`src/rtl/multicycle_main_control_pkg.sv`:
```
// Shared definitions for the multi-cycle MIPS main control FSM.
// This file holds the opcode and funct constants, the datapath select encodings,
// the state encoding and the control-vector type.
package multicycle_main_control_pkg;

    // Opcodes (IR[31:26])
    localparam logic [5:0] OP_RTYPE = 6'b000000;
    localparam logic [5:0] OP_LW    = 6'b100011;
    localparam logic [5:0] OP_SW    = 6'b101011;
    localparam logic [5:0] OP_BEQ   = 6'b000100;
    localparam logic [5:0] OP_J     = 6'b000010;
    localparam logic [5:0] OP_ADDI  = 6'b001000;

    // Funct codes (IR[5:0]) understood by the ALU-control decoder
    localparam logic [5:0] FUNCT_SLL  = 6'b000000;
    localparam logic [5:0] FUNCT_SRL  = 6'b000010;
    localparam logic [5:0] FUNCT_ADD  = 6'b100000;
    localparam logic [5:0] FUNCT_ADDU = 6'b100001;
    localparam logic [5:0] FUNCT_SUB  = 6'b100010;
    localparam logic [5:0] FUNCT_SUBU = 6'b100011;
    localparam logic [5:0] FUNCT_AND  = 6'b100100;
    localparam logic [5:0] FUNCT_OR   = 6'b100101;
    localparam logic [5:0] FUNCT_XOR  = 6'b100110;
    localparam logic [5:0] FUNCT_NOR  = 6'b100111;
    localparam logic [5:0] FUNCT_SLT  = 6'b101010;
    localparam logic [5:0] FUNCT_ACCM = 6'b111000;

    // Commands sent to the ALU-control decoder
    localparam logic [2:0] ALUOp_CMD_ADD   = 3'd0;
    localparam logic [2:0] ALUOp_CMD_SUB   = 3'd1;
    localparam logic [2:0] ALUOp_CMD_RTYPE = 3'd2;

    // ALU operand B select
    localparam logic [1:0] ALUSrcB_REG     = 2'b00;
    localparam logic [1:0] ALUSrcB_FOUR    = 2'b01;
    localparam logic [1:0] ALUSrcB_IMM     = 2'b10;
    localparam logic [1:0] ALUSrcB_IMM_SH2 = 2'b11;

    // PC source select
    localparam logic [1:0] PCSource_ALU    = 2'b00;
    localparam logic [1:0] PCSource_ALUOUT = 2'b01;
    localparam logic [1:0] PCSource_JUMP   = 2'b10;

    // FSM state encoding, also visible on the debug state port
    typedef enum logic [3:0] {
        S_INIT     = 4'd0,
        S_IF       = 4'd1,
        S_ID       = 4'd2,
        S_ACCM_RD  = 4'd3,
        S_EX_R     = 4'd4,
        S_WB_R     = 4'd5,
        S_MEM_ADDR = 4'd6,
        S_MEM_RD   = 4'd7,
        S_WB_M     = 4'd8,
        S_MEM_WR   = 4'd9,
        S_BR       = 4'd10,
        S_JMP      = 4'd11,
        S_EX_I     = 4'd12,
        S_WB_I     = 4'd13
    } state_t;

    // Every datapath enable and select driven by the FSM
    typedef struct packed {
        logic       pc_write;
        logic       pc_write_cond;
        logic [1:0] pc_source;
        logic       i_or_d;
        logic       mem_read;
        logic       mem_write;
        logic       ir_write;
        logic       mem_to_reg;
        logic       reg_dst;
        logic       reg_write;
        logic       alu_src_a;
        logic [1:0] alu_src_b;
        logic [2:0] aluop;
    } ctrl_t;

    // All enables off, every select 0, aluop = ADD
    localparam ctrl_t CTRL_IDLE = '0;

    // True for the R-type funct codes the ALU-control decoder implements
    function automatic logic funct_defined(input logic [5:0] f);
        case (f)
            FUNCT_SLL, FUNCT_SRL, FUNCT_ADD, FUNCT_ADDU, FUNCT_SUB, FUNCT_SUBU,
            FUNCT_AND, FUNCT_OR, FUNCT_XOR, FUNCT_NOR, FUNCT_SLT, FUNCT_ACCM:
                return 1'b1;
            default:
                return 1'b0;
        endcase
    endfunction

endpackage

```
`src/rtl/multicycle_main_control_if.sv`:
```
// Bundle between the main control FSM and the multi-cycle datapath.
// The datapath side (master) supplies the instruction fields and the run gate.
// The control side (slave) returns the enables, selects and status.
interface multicycle_main_control_if #(
    parameter int OPCODE_W = 6,
    parameter int FUNCT_W  = 6,
    parameter int ALUOP_W  = 3,
    parameter int CNT_W    = 32
);
    logic                run;
    logic [OPCODE_W-1:0] opcode;
    logic [FUNCT_W-1:0]  funct;
    logic                zero;

    logic                pc_write;
    logic                pc_write_cond;
    logic [1:0]          pc_source;
    logic                i_or_d;
    logic                mem_read;
    logic                mem_write;
    logic                ir_write;
    logic                mem_to_reg;
    logic                reg_dst;
    logic                reg_write;
    logic                alu_src_a;
    logic [1:0]          alu_src_b;
    logic [ALUOP_W-1:0]  aluop;
    logic                illegal;
    logic [3:0]          state;
    logic [CNT_W-1:0]    instr_cnt;

    modport master (
        output run, opcode, funct, zero,
        input  pc_write, pc_write_cond, pc_source, i_or_d, mem_read, mem_write,
               ir_write, mem_to_reg, reg_dst, reg_write, alu_src_a, alu_src_b,
               aluop, illegal, state, instr_cnt
    );

    modport slave (
        input  run, opcode, funct, zero,
        output pc_write, pc_write_cond, pc_source, i_or_d, mem_read, mem_write,
               ir_write, mem_to_reg, reg_dst, reg_write, alu_src_a, alu_src_b,
               aluop, illegal, state, instr_cnt
    );
endinterface

```
`src/rtl/mcc_output_decode.sv`:
```
// Moore output decoder: maps the current FSM state to the full control vector.
// It is purely combinational. The run gate is applied by the top level.
module mcc_output_decode
    import multicycle_main_control_pkg::*;
(
    input  state_t state,
    output ctrl_t  ctrl
);

    // Per-state enables and selects; unlisted fields keep the idle value
    always_comb begin
        // NOTE: the default assignment first covers every path, so no latch is inferred.
        ctrl = CTRL_IDLE;
        case (state)
            S_IF: begin
                ctrl.mem_read  = 1'b1;
                ctrl.ir_write  = 1'b1;
                ctrl.pc_write  = 1'b1;
                ctrl.alu_src_a = 1'b0;
                ctrl.alu_src_b = ALUSrcB_FOUR;
                ctrl.aluop     = ALUOp_CMD_ADD;
                ctrl.pc_source = PCSource_ALU;
            end
            S_ID: begin
                // Branch target is precomputed into ALUOut
                ctrl.alu_src_a = 1'b0;
                ctrl.alu_src_b = ALUSrcB_IMM_SH2;
                ctrl.aluop     = ALUOp_CMD_ADD;
            end
            S_ACCM_RD: begin
                // RTYPE makes the ALU decoder address memory from Rs
                ctrl.mem_read = 1'b1;
                ctrl.i_or_d   = 1'b1;
                ctrl.aluop    = ALUOp_CMD_RTYPE;
            end
            S_EX_R: begin
                ctrl.alu_src_a = 1'b1;
                ctrl.alu_src_b = ALUSrcB_REG;
                ctrl.aluop     = ALUOp_CMD_RTYPE;
            end
            S_WB_R: begin
                ctrl.reg_dst    = 1'b1;
                ctrl.reg_write  = 1'b1;
                ctrl.mem_to_reg = 1'b0;
            end
            S_MEM_ADDR: begin
                ctrl.alu_src_a = 1'b1;
                ctrl.alu_src_b = ALUSrcB_IMM;
                ctrl.aluop     = ALUOp_CMD_ADD;
            end
            S_MEM_RD: begin
                ctrl.mem_read = 1'b1;
                ctrl.i_or_d   = 1'b1;
            end
            S_WB_M: begin
                ctrl.reg_dst    = 1'b0;
                ctrl.reg_write  = 1'b1;
                ctrl.mem_to_reg = 1'b1;
            end
            S_MEM_WR: begin
                ctrl.mem_write = 1'b1;
                ctrl.i_or_d    = 1'b1;
            end
            S_BR: begin
                ctrl.alu_src_a     = 1'b1;
                ctrl.alu_src_b     = ALUSrcB_REG;
                ctrl.aluop         = ALUOp_CMD_SUB;
                ctrl.pc_write_cond = 1'b1;
                ctrl.pc_source     = PCSource_ALUOUT;
            end
            S_JMP: begin
                ctrl.pc_write  = 1'b1;
                ctrl.pc_source = PCSource_JUMP;
            end
            S_EX_I: begin
                ctrl.alu_src_a = 1'b1;
                ctrl.alu_src_b = ALUSrcB_IMM;
                ctrl.aluop     = ALUOp_CMD_ADD;
            end
            S_WB_I: begin
                ctrl.reg_dst    = 1'b0;
                ctrl.reg_write  = 1'b1;
                ctrl.mem_to_reg = 1'b0;
            end
            default: ctrl = CTRL_IDLE;
        endcase
    end

endmodule

```
`src/rtl/multicycle_main_control.sv`:
```
// Main control FSM for the multi-cycle MIPS datapath.
// It sequences fetch, decode, execute, memory and writeback, counts retired
// instructions and flags undefined opcode/funct codes. Outputs are Moore-decoded
// from the state register; run=0 freezes the FSM and masks every write enable.
module multicycle_main_control
    import multicycle_main_control_pkg::*;
#(
    parameter int OPCODE_W = 6,
    parameter int FUNCT_W  = 6,
    parameter int ALUOP_W  = 3,
    parameter int CNT_W    = 32
) (
    input  logic                       clk,
    input  logic                       rst_n,
    multicycle_main_control_if.slave   bus
);

    state_t              state_q;
    logic                illegal_q;
    logic [CNT_W-1:0]    instr_cnt_q;
    logic [OPCODE_W-1:0] opcode;
    logic [FUNCT_W-1:0]  funct;
    ctrl_t               ctrl_dec;
    ctrl_t               ctrl_out;

    assign opcode = bus.opcode;
    assign funct  = bus.funct;

    // The zero flag is consumed by the datapath through pc_write_cond
    logic unused_zero;
    assign unused_zero = bus.zero;

    // State sequencing, sticky illegal flag and retired-instruction counter
    always_ff @(posedge clk or negedge rst_n) begin
        if (!rst_n) begin
            state_q     <= S_INIT;
            illegal_q   <= 1'b0;
            instr_cnt_q <= '0;
        end else if (bus.run) begin
            // NOTE: state registers use non-blocking assignments so every flop
            // samples pre-edge values, matching real hardware.
            case (state_q)
                S_INIT: state_q <= S_IF;
                S_IF:   state_q <= S_ID;
                S_ID: begin
                    case (opcode)
                        OP_RTYPE: begin
                            state_q <= (funct == FUNCT_ACCM) ? S_ACCM_RD : S_EX_R;
                            if (!funct_defined(funct)) illegal_q <= 1'b1;
                        end
                        OP_LW, OP_SW: state_q <= S_MEM_ADDR;
                        OP_BEQ:       state_q <= S_BR;
                        OP_J:         state_q <= S_JMP;
                        OP_ADDI:      state_q <= S_EX_I;
                        default: begin
                            illegal_q <= 1'b1;
                            state_q   <= S_IF;
                        end
                    endcase
                end
                S_ACCM_RD:  state_q <= S_EX_R;
                S_EX_R:     state_q <= S_WB_R;
                S_MEM_ADDR: state_q <= (opcode == OP_SW) ? S_MEM_WR : S_MEM_RD;
                S_MEM_RD:   state_q <= S_WB_M;
                S_EX_I:     state_q <= S_WB_I;
                S_WB_R, S_WB_M, S_MEM_WR, S_BR, S_JMP, S_WB_I: begin
                    state_q     <= S_IF;
                    instr_cnt_q <= instr_cnt_q + CNT_W'(1);
                end
                default: state_q <= S_INIT;
            endcase
        end
    end

    mcc_output_decode u_decode (
        .state (state_q),
        .ctrl  (ctrl_dec)
    );

    // Freeze all architectural writes while run is low
    always_comb begin
        ctrl_out = ctrl_dec;
        if (!bus.run) begin
            ctrl_out.pc_write      = 1'b0;
            ctrl_out.pc_write_cond = 1'b0;
            ctrl_out.mem_write     = 1'b0;
            ctrl_out.ir_write      = 1'b0;
            ctrl_out.reg_write     = 1'b0;
        end
    end

    assign bus.pc_write      = ctrl_out.pc_write;
    assign bus.pc_write_cond = ctrl_out.pc_write_cond;
    assign bus.pc_source     = ctrl_out.pc_source;
    assign bus.i_or_d        = ctrl_out.i_or_d;
    assign bus.mem_read      = ctrl_out.mem_read;
    assign bus.mem_write     = ctrl_out.mem_write;
    assign bus.ir_write      = ctrl_out.ir_write;
    assign bus.mem_to_reg    = ctrl_out.mem_to_reg;
    assign bus.reg_dst       = ctrl_out.reg_dst;
    assign bus.reg_write     = ctrl_out.reg_write;
    assign bus.alu_src_a     = ctrl_out.alu_src_a;
    assign bus.alu_src_b     = ctrl_out.alu_src_b;
    assign bus.aluop         = ALUOP_W'(ctrl_out.aluop);
    assign bus.illegal       = illegal_q;
    assign bus.state         = state_q;
    assign bus.instr_cnt     = instr_cnt_q;

endmodule

```
`src/flat_wrapper.sv`:
```
// flat-port wrapper written by rule: the top's interface ports become plain ports
module multicycle_main_control_flat import multicycle_main_control_pkg::*;
#(
    parameter int OPCODE_W = 6,
    parameter int FUNCT_W  = 6,
    parameter int ALUOP_W  = 3,
    parameter int CNT_W    = 32
)
  (clk, rst_n, bus_run, bus_opcode, bus_funct, bus_zero, bus_pc_write, bus_pc_write_cond, bus_pc_source, bus_i_or_d, bus_mem_read, bus_mem_write, bus_ir_write, bus_mem_to_reg, bus_reg_dst, bus_reg_write, bus_alu_src_a, bus_alu_src_b, bus_aluop, bus_illegal, bus_state, bus_instr_cnt);
  multicycle_main_control_if #(.OPCODE_W(OPCODE_W), .FUNCT_W(FUNCT_W), .ALUOP_W(ALUOP_W), .CNT_W(CNT_W)) bus_i ();
  input  logic clk;
  input  logic rst_n;
  input wire logic [$bits(bus_i.run)-1:0] bus_run;
  input wire logic [$bits(bus_i.opcode)-1:0] bus_opcode;
  input wire logic [$bits(bus_i.funct)-1:0] bus_funct;
  input wire logic [$bits(bus_i.zero)-1:0] bus_zero;
  output wire logic [$bits(bus_i.pc_write)-1:0] bus_pc_write;
  output wire logic [$bits(bus_i.pc_write_cond)-1:0] bus_pc_write_cond;
  output wire logic [$bits(bus_i.pc_source)-1:0] bus_pc_source;
  output wire logic [$bits(bus_i.i_or_d)-1:0] bus_i_or_d;
  output wire logic [$bits(bus_i.mem_read)-1:0] bus_mem_read;
  output wire logic [$bits(bus_i.mem_write)-1:0] bus_mem_write;
  output wire logic [$bits(bus_i.ir_write)-1:0] bus_ir_write;
  output wire logic [$bits(bus_i.mem_to_reg)-1:0] bus_mem_to_reg;
  output wire logic [$bits(bus_i.reg_dst)-1:0] bus_reg_dst;
  output wire logic [$bits(bus_i.reg_write)-1:0] bus_reg_write;
  output wire logic [$bits(bus_i.alu_src_a)-1:0] bus_alu_src_a;
  output wire logic [$bits(bus_i.alu_src_b)-1:0] bus_alu_src_b;
  output wire logic [$bits(bus_i.aluop)-1:0] bus_aluop;
  output wire logic [$bits(bus_i.illegal)-1:0] bus_illegal;
  output wire logic [$bits(bus_i.state)-1:0] bus_state;
  output wire logic [$bits(bus_i.instr_cnt)-1:0] bus_instr_cnt;
  assign bus_i.run = bus_run;
  assign bus_i.opcode = bus_opcode;
  assign bus_i.funct = bus_funct;
  assign bus_i.zero = bus_zero;
  assign bus_pc_write = bus_i.pc_write;
  assign bus_pc_write_cond = bus_i.pc_write_cond;
  assign bus_pc_source = bus_i.pc_source;
  assign bus_i_or_d = bus_i.i_or_d;
  assign bus_mem_read = bus_i.mem_read;
  assign bus_mem_write = bus_i.mem_write;
  assign bus_ir_write = bus_i.ir_write;
  assign bus_mem_to_reg = bus_i.mem_to_reg;
  assign bus_reg_dst = bus_i.reg_dst;
  assign bus_reg_write = bus_i.reg_write;
  assign bus_alu_src_a = bus_i.alu_src_a;
  assign bus_alu_src_b = bus_i.alu_src_b;
  assign bus_aluop = bus_i.aluop;
  assign bus_illegal = bus_i.illegal;
  assign bus_state = bus_i.state;
  assign bus_instr_cnt = bus_i.instr_cnt;
  multicycle_main_control #(.OPCODE_W(OPCODE_W), .FUNCT_W(FUNCT_W), .ALUOP_W(ALUOP_W), .CNT_W(CNT_W)) u_core (.clk(clk), .rst_n(rst_n), .bus(bus_i));
endmodule
```
`config.mk`:
```
export PLATFORM = sky130hd
export DESIGN_NAME = multicycle_main_control_flat
export DESIGN_NICKNAME = d
export VERILOG_FILES = /design/src/rtl/multicycle_main_control_pkg.sv /design/src/rtl/multicycle_main_control_if.sv /design/src/rtl/mcc_output_decode.sv /design/src/rtl/multicycle_main_control.sv /design/src/flat_wrapper.sv
export SDC_FILE = /design/constraint.sdc
export NUM_CORES = 1
export LEC_CHECK = 0
export CAP_MARGIN = 20
export CORE_ASPECT_RATIO = 1.4
export CORE_MARGIN = 4
export CORE_UTILIZATION = 48
export CTS_BUF_LIST = sky130_fd_sc_hd__clkbuf_8
export DETAILED_ROUTE_END_ITERATION = 10
export MAX_ROUTING_LAYER = met4
export PLACE_DENSITY_LB_ADDON = 0.12
export SLEW_MARGIN = 20
export SYNTH_ARGS = -nofsm -noshare
export SYNTH_HDL_FRONTEND = slang
export SYNTH_SLANG_ARGS = --single-unit
```
`constraint.sdc`:
```
create_clock -name clk -period 2 [get_ports clk]
set_input_delay 0.3 -clock clk [delete_from_list [all_inputs] [get_ports clk]]
set_output_delay 0.3 -clock clk [all_outputs]
set_load 0.02 [all_outputs]
```
# Yosys cells after proc, flatten, opt, wreduce, memory -nomap -nowiden
# Index checks and enable logic that the tools add are counted.
dict set report word_totals {
  ff_bits 37
  out_inout_bits 54
  input_bits 16
  wordCells 74
}
dict set report op_classes {
  n_reduce_logical 16
  mux 23
  n_addsub 1
  bitwise_logic 1
  n_eq_ne 30
}
# cell n
set op_table {}
lappend op_table {{== test 6 bit, second input constant} 12}
lappend op_table {{adder 32 x 1 -> 32 bit, second input constant} 1}
lappend op_table {{one-hot mux 4 bit (8 select lines)} 1}
lappend op_table {{== test 4 bit, second input constant} 6}
lappend op_table {{one-hot mux 4 bit (5 select lines)} 1}
lappend op_table {{== test 4 x 3 -> 1 bit, second input constant} 4}
lappend op_table {{== test 6 x 2 -> 1 bit, second input constant} 2}
lappend op_table {{logical NOT 6 bit} 2}
lappend op_table {{two-way mux 1 bit} 12}
lappend op_table {{one-hot mux 3 bit (4 select lines)} 1}
lappend op_table {{OR reduction 12 bit} 1}
lappend op_table {{OR reduction 2 bit} 5}
lappend op_table {{one-hot mux 3 bit (3 select lines)} 1}
lappend op_table {{== test 4 x 2 -> 1 bit, second input constant} 2}
lappend op_table {{one-hot mux 2 bit (2 select lines)} 2}
lappend op_table {{OR reduction 7 bit} 1}
lappend op_table {{== test 6 x 3 -> 1 bit, second input constant} 1}
lappend op_table {{== test 6 x 4 -> 1 bit, second input constant} 1}
lappend op_table {{OR reduction 3 bit} 2}
lappend op_table {{OR reduction 6 bit} 1}
lappend op_table {{OR reduction 5 bit} 1}
lappend op_table {{== test 4 x 1 -> 1 bit, second input constant} 1}
lappend op_table {{logical NOT 4 bit} 1}
lappend op_table {{two-way mux 2 bit} 2}
lappend op_table {{7 further kinds} 7}

# Depth between registers and ports, before layout
dict set report depth {
  ltp_word 8
  ltp_mapped 6
  mapped_depth_nobuf 6
}

# By module
# A second synthesis with hierarchy kept.
dict set report unflattened {
  cells_unflattened 234
  hier_area_um2 2208.4
}
# module instances seq_area_each_um2 cells_each area_per_inst_um2
set by_module_without_submodules {}
lappend by_module_without_submodules {multicycle_main_control 1 925.9 198 1966.9}
lappend by_module_without_submodules {mcc_output_decode 1 0.0 36 241.5}

# Least setup slack after synthesis
# Ideal clock, no wire load.
dict set report synth_path {
  path_type {register to register}
  from {register u_core.instr_cnt_q[0] (netlist: u_core.bus.instr_cnt[0])}
  to {register u_core.instr_cnt_q[28] (netlist: u_core.bus.instr_cnt[28])}
  required_time_ns 1.870
  setup_ns 0.130
  slack_ns 0.204
  arrival_time_ns 1.666
  n_path_buf 0
  stages_incl_launch_ff 7
  period_less_slack_ns 1.796
  path_cell_list {dfrtp_1 ha_1 and3_1 o211ai_4 nor4_4 nand4_1 xnor2_1}
}
dict set report synth_between {
  elab_chain_len 1
}
# item line_no
set synth_rtl {}
lappend synth_rtl {{start: declaration} multicycle_main_control.sv:20} ;# logic [CNT_W-1:0] instr_cnt_q;
lappend synth_rtl {{start signal: assignment} multicycle_main_control.sv:68} ;# instr_cnt_q <= instr_cnt_q + CNT_W'(1);
lappend synth_rtl {{adder 32 x 1 -> 32 bit} multicycle_main_control.sv:68}
# Every way passes these cells.
# A chain may end at the register's enable or synchronous reset.

# Worst setup path in the final report
dict set report layout_path {
  from {register u_core.state_q[3] (netlist: u_core.bus.state[3])}
  to {output port bus_ir_write}
}
dict set report layout_between {
  elab_chain_len 3
}
# item line_no
set layout_rtl {}
lappend layout_rtl {{start: declaration} multicycle_main_control.sv:18} ;# state_t state_q;
lappend layout_rtl {{start signal: assignment} multicycle_main_control.sv:48} ;# state_q <= (funct == FUNCT_ACCM) ? S_ACCM_RD : S_EX_R;
lappend layout_rtl {{start signal: assignment} multicycle_main_control.sv:63} ;# S_MEM_ADDR: state_q <= (opcode == OP_SW) ? S_MEM_WR : S_MEM_RD;
lappend layout_rtl {{== test 4 x 1 -> 1 bit} mcc_output_decode.sv:14} ;# case (state)
lappend layout_rtl {{two-way mux 1 bit} mcc_output_decode.sv:14}
lappend layout_rtl {{two-way mux 2 bit} multicycle_main_control.sv:83} ;# if (!bus.run) begin
lappend layout_rtl {{end: declaration} flat_wrapper.sv:23} ;# output wire logic [$bits(bus_i.ir_write)-1:0] bus_ir_write;
# Every way passes these cells.

==> results.sh <==
export IMPL_synth_area_per_cell_um2=9.54
export IMPL_drt_iter0_markers=110
export IMPL_power_density_nw_per_um2=886
export IMPL_worst_pin_slew_ps=797
export IMPL_cts_inserted_buffers=5
export IMPL_cts_root_buf="clkbuf_8"
export IMPL_synth_seq_cells=37
export IMPL_via_per_inst=5.37
export IMPL_ys_warnings_count=0
export IMPL_finalPower_mw=2.83
export IMPL_yosysTopAreaCell="dfrtp_1"
export IMPL_yosysSeqAreaShare_pct=42.2
export IMPL_min_period_ps=1930
export IMPL_wl_met2_um=2890
export IMPL_path_max_fanout=7
export IMPL_fp_coreArea_um2=4310
export IMPL_htreeDepth=2
export IMPL_place_hpwl_um=4040
export IMPL_grt_pass1_wl_um=9180
export IMPL_async_flop_share_pct=100
export IMPL_die_area_um2=5730
export IMPL_p_comb_share_pct=39.7
export IMPL_drive_gt1_share_pct=16.0
export IMPL_grt_start_max_net_pins=38
export IMPL_synth_edff_count=0
export IMPL_p_int_mw=1.85
export IMPL_wl_met1_um=2040
export IMPL_ys_flop_type="dfrtp_1"
export IMPL_io_buffer_count=67
export IMPL_syn_inst=230
export IMPL_cts_clk_slew_worst_paths_ps=80
export IMPL_rsz0062_at_grt="false"
export IMPL_arrival_ps=1630
export IMPL_fin_crit_sh_pct=96.6
export IMPL_hold_viol_final=0
export IMPL_wire_per_inst_um=14.0
export IMPL_firstDrtPassIters=4
export IMPL_hp_class="in -> async"
export IMPL_rows=28
export IMPL_routabilityCongestion=0.917
export IMPL_p_sw_share_pct=34.6
export IMPL_p_leak_nw=1.45
export IMPL_vias=2030
export IMPL_clock_sinks=37
export IMPL_drc=0
export IMPL_start_util_pct=50.9
export IMPL_synth_area_leaders="dfrtp_1 42%, xnor2_1 10%, xor2_1 3.2%"
export IMPL_cts_tree="done"
export IMPL_maxCapViolCount=0
export IMPL_antenna_found_initial=0
export IMPL_area_growth_pct=45.6
export IMPL_cts_buffer_depth=2
export IMPL_die_h_um=88.0
export IMPL_cts_setup_buffers=0
export IMPL_die_w_um=65.1
export IMPL_n_fill_cell=353
export IMPL_ios=70
export IMPL_pwr_share_seq_pct=33.8
export IMPL_status="completed"
export IMPL_critPathLaunchType="flip-flop"
export IMPL_setup_worst_path_end_class="primary output"
export IMPL_utilization_pct=74.1
export IMPL_peakVddDrop_v=0.000743
export IMPL_synth_top_cell_area_share_pct=42.2
export IMPL_final_area_um2=3190
export IMPL_maxSlewViolCount=0
export IMPL_synth_cell_types=49
export IMPL_finalNetCount=334
export IMPL_wl_met3_um=205
export IMPL_grt_total_usage_pct=21.0
export IMPL_clock_latency_ps=290
export IMPL_place_area_um2=3070
export IMPL_skew_ps=8.84
export IMPL_dr_max_layer_used="met4"
export IMPL_crit_required_ps=1700
export IMPL_diodes=0
export IMPL_p_sw_uw=980
export IMPL_first_global_vias=2056
export IMPL_postRouteAntennaNets=0
export IMPL_syn_num_nets=247
export IMPL_setup_violations_final=0
export IMPL_path_class="reg -> out"
export IMPL_syn_area_um2=2190
export IMPL_overflow=0
export IMPL_fmax_ghz=0.518
export IMPL_clock_power_share_pct=26.5
export IMPL_relSlewSlack_pct=46.9
export IMPL_drt_wl_total_um=5280
-- critical path: stages, from the launching register on --
cell and delay [ps]:
dfrtp_2 460, or3b_1 410, nor2_1 130, dlygate4sd2_1 350
-- sequential cells by signal, indices dropped and copies added, names as in the netlist --
signal / cells
u_core.bus.illegal: 1
u_core.bus.state: 4
u_core.bus.instr_cnt: 32
-- metrics by stage --
stage | hold slack, ps | TNS [ps] | instances | worst slack (ps)
5_1_grt | 153 | 0 | 378 | 0.999
3_3_place_gp | 430 | -874 | 370 | -194
6_report | 90.2 | 0 | 378 | 67.6
3_5_place_dp | 429 | -1030 | 370 | -190
4_1_cts | 108 | -53.2 | 378 | -53.2
2_1_floorplan | 4.41 | 0 | 230 | 204
-- logic make-up after synthesis --
kind of cell / count (synthesis) / share of synthesized area (%)
xor+xnor: 33 / 13.2
buf+inv: 20 / 4.16
mux: 1 / 0.513
compound gates: 32 / 10.8
other cells: 1 / 0.171
fa+ha+maj: 2 / 1.03
flops: 37 / 42.2
simple gates: 104 / 27.9
-- worst paths after layout --
path / depth (start not counted) / slack (ps) / startpoint / to
worst max-delay path: 3 / 70 / u_core.bus.state[3] / bus_ir_write
worst min-delay path: 1 / 90 / rst_n / u_core.bus.instr_cnt[21]
worst max register to register: 5 / 150 / u_core.bus.state[3] / u_core.bus.state[3]
worst min register to register: 2 / 470 / u_core.bus.illegal / u_core.bus.illegal
min in group clk: 2 / 470 / u_core.bus.illegal / u_core.bus.illegal
max in group asynchronous: 1 / 1340 / rst_n / u_core.bus.state[1]
-- power groups by stage --
stage / clock network, mW / logic, mW / registers, mW
finish: 0.749 / 1.12 / 0.957
global route: 0.805 / 1.22 / 0.974
CTS: 0.774 / 1.13 / 0.955
detailed placement: 0 / 1.18 / 0.960
global placement: 0 / 1.17 / 0.960
floorplan: 0 / 0.577 / 0.984
-- cell usage after synthesis (4+ instances only) --
master and n:
o21ai_0 4, a31oi_1 4, nand3_1 11, nand2b_1 5, and3_1 10, o211ai_1 4, nor2b_1 4, nor3_1 10
nor2_1 17, nor3b_1 4, nand4_1 6, inv_1 7, nand2_1 17, xnor2_1 25, dfrtp_1 37, xor2_1 8
a21oi_1 5, buf_4 4, clkbuf_1 8
-- area by class of cell --
type	count	area, um2	area share (%)
clock buffer	5	68.8	2.15
clock inverter	3	65.1	2.04
inverter	7	26.3	0.823
multi-input combinational	173	1180	37.0
sequential	37	931	29.1
tap	60	75.1	2.35
timing repair buffer	93	846	26.5
-- cell usage in the layout (no fill, tap or decap), types with 4 or more instances in the layout --
cell and n:
nand4_1 6, clkbuf_8 5, a21oi_1 5, nor3b_1 4, a31oi_1 4, clkdlybuf4s50_1 50
nor3_1 10, inv_1 7, nor2_1 17, xor2_1 8, nand3_1 11, dfrtp_1 33
buf_4 26, o211ai_1 4, nand2b_1 5, dfrtp_2 4, nand2_1 17, dlygate4sd2_1 14
and3_1 10, o21ai_0 4, xnor2_1 25
-- repair_timing --
action | CTS | global route
setup endpoints to repair | 16 | 2
gates resized for setup | 21 | 2
endpoints found under the hold margin | 0 | 0
hold buffers | 0 | 0
-- metal layers --
layer / up-vias / track usage (%)
met5: - / -
met4: 0 / 9.62
met3: 14 / 2.95
met2: 69 / 38.1
met1: 965 / 22.5
li1: 982 / -
Note: power is estimated with default switching activity, not from simulation.
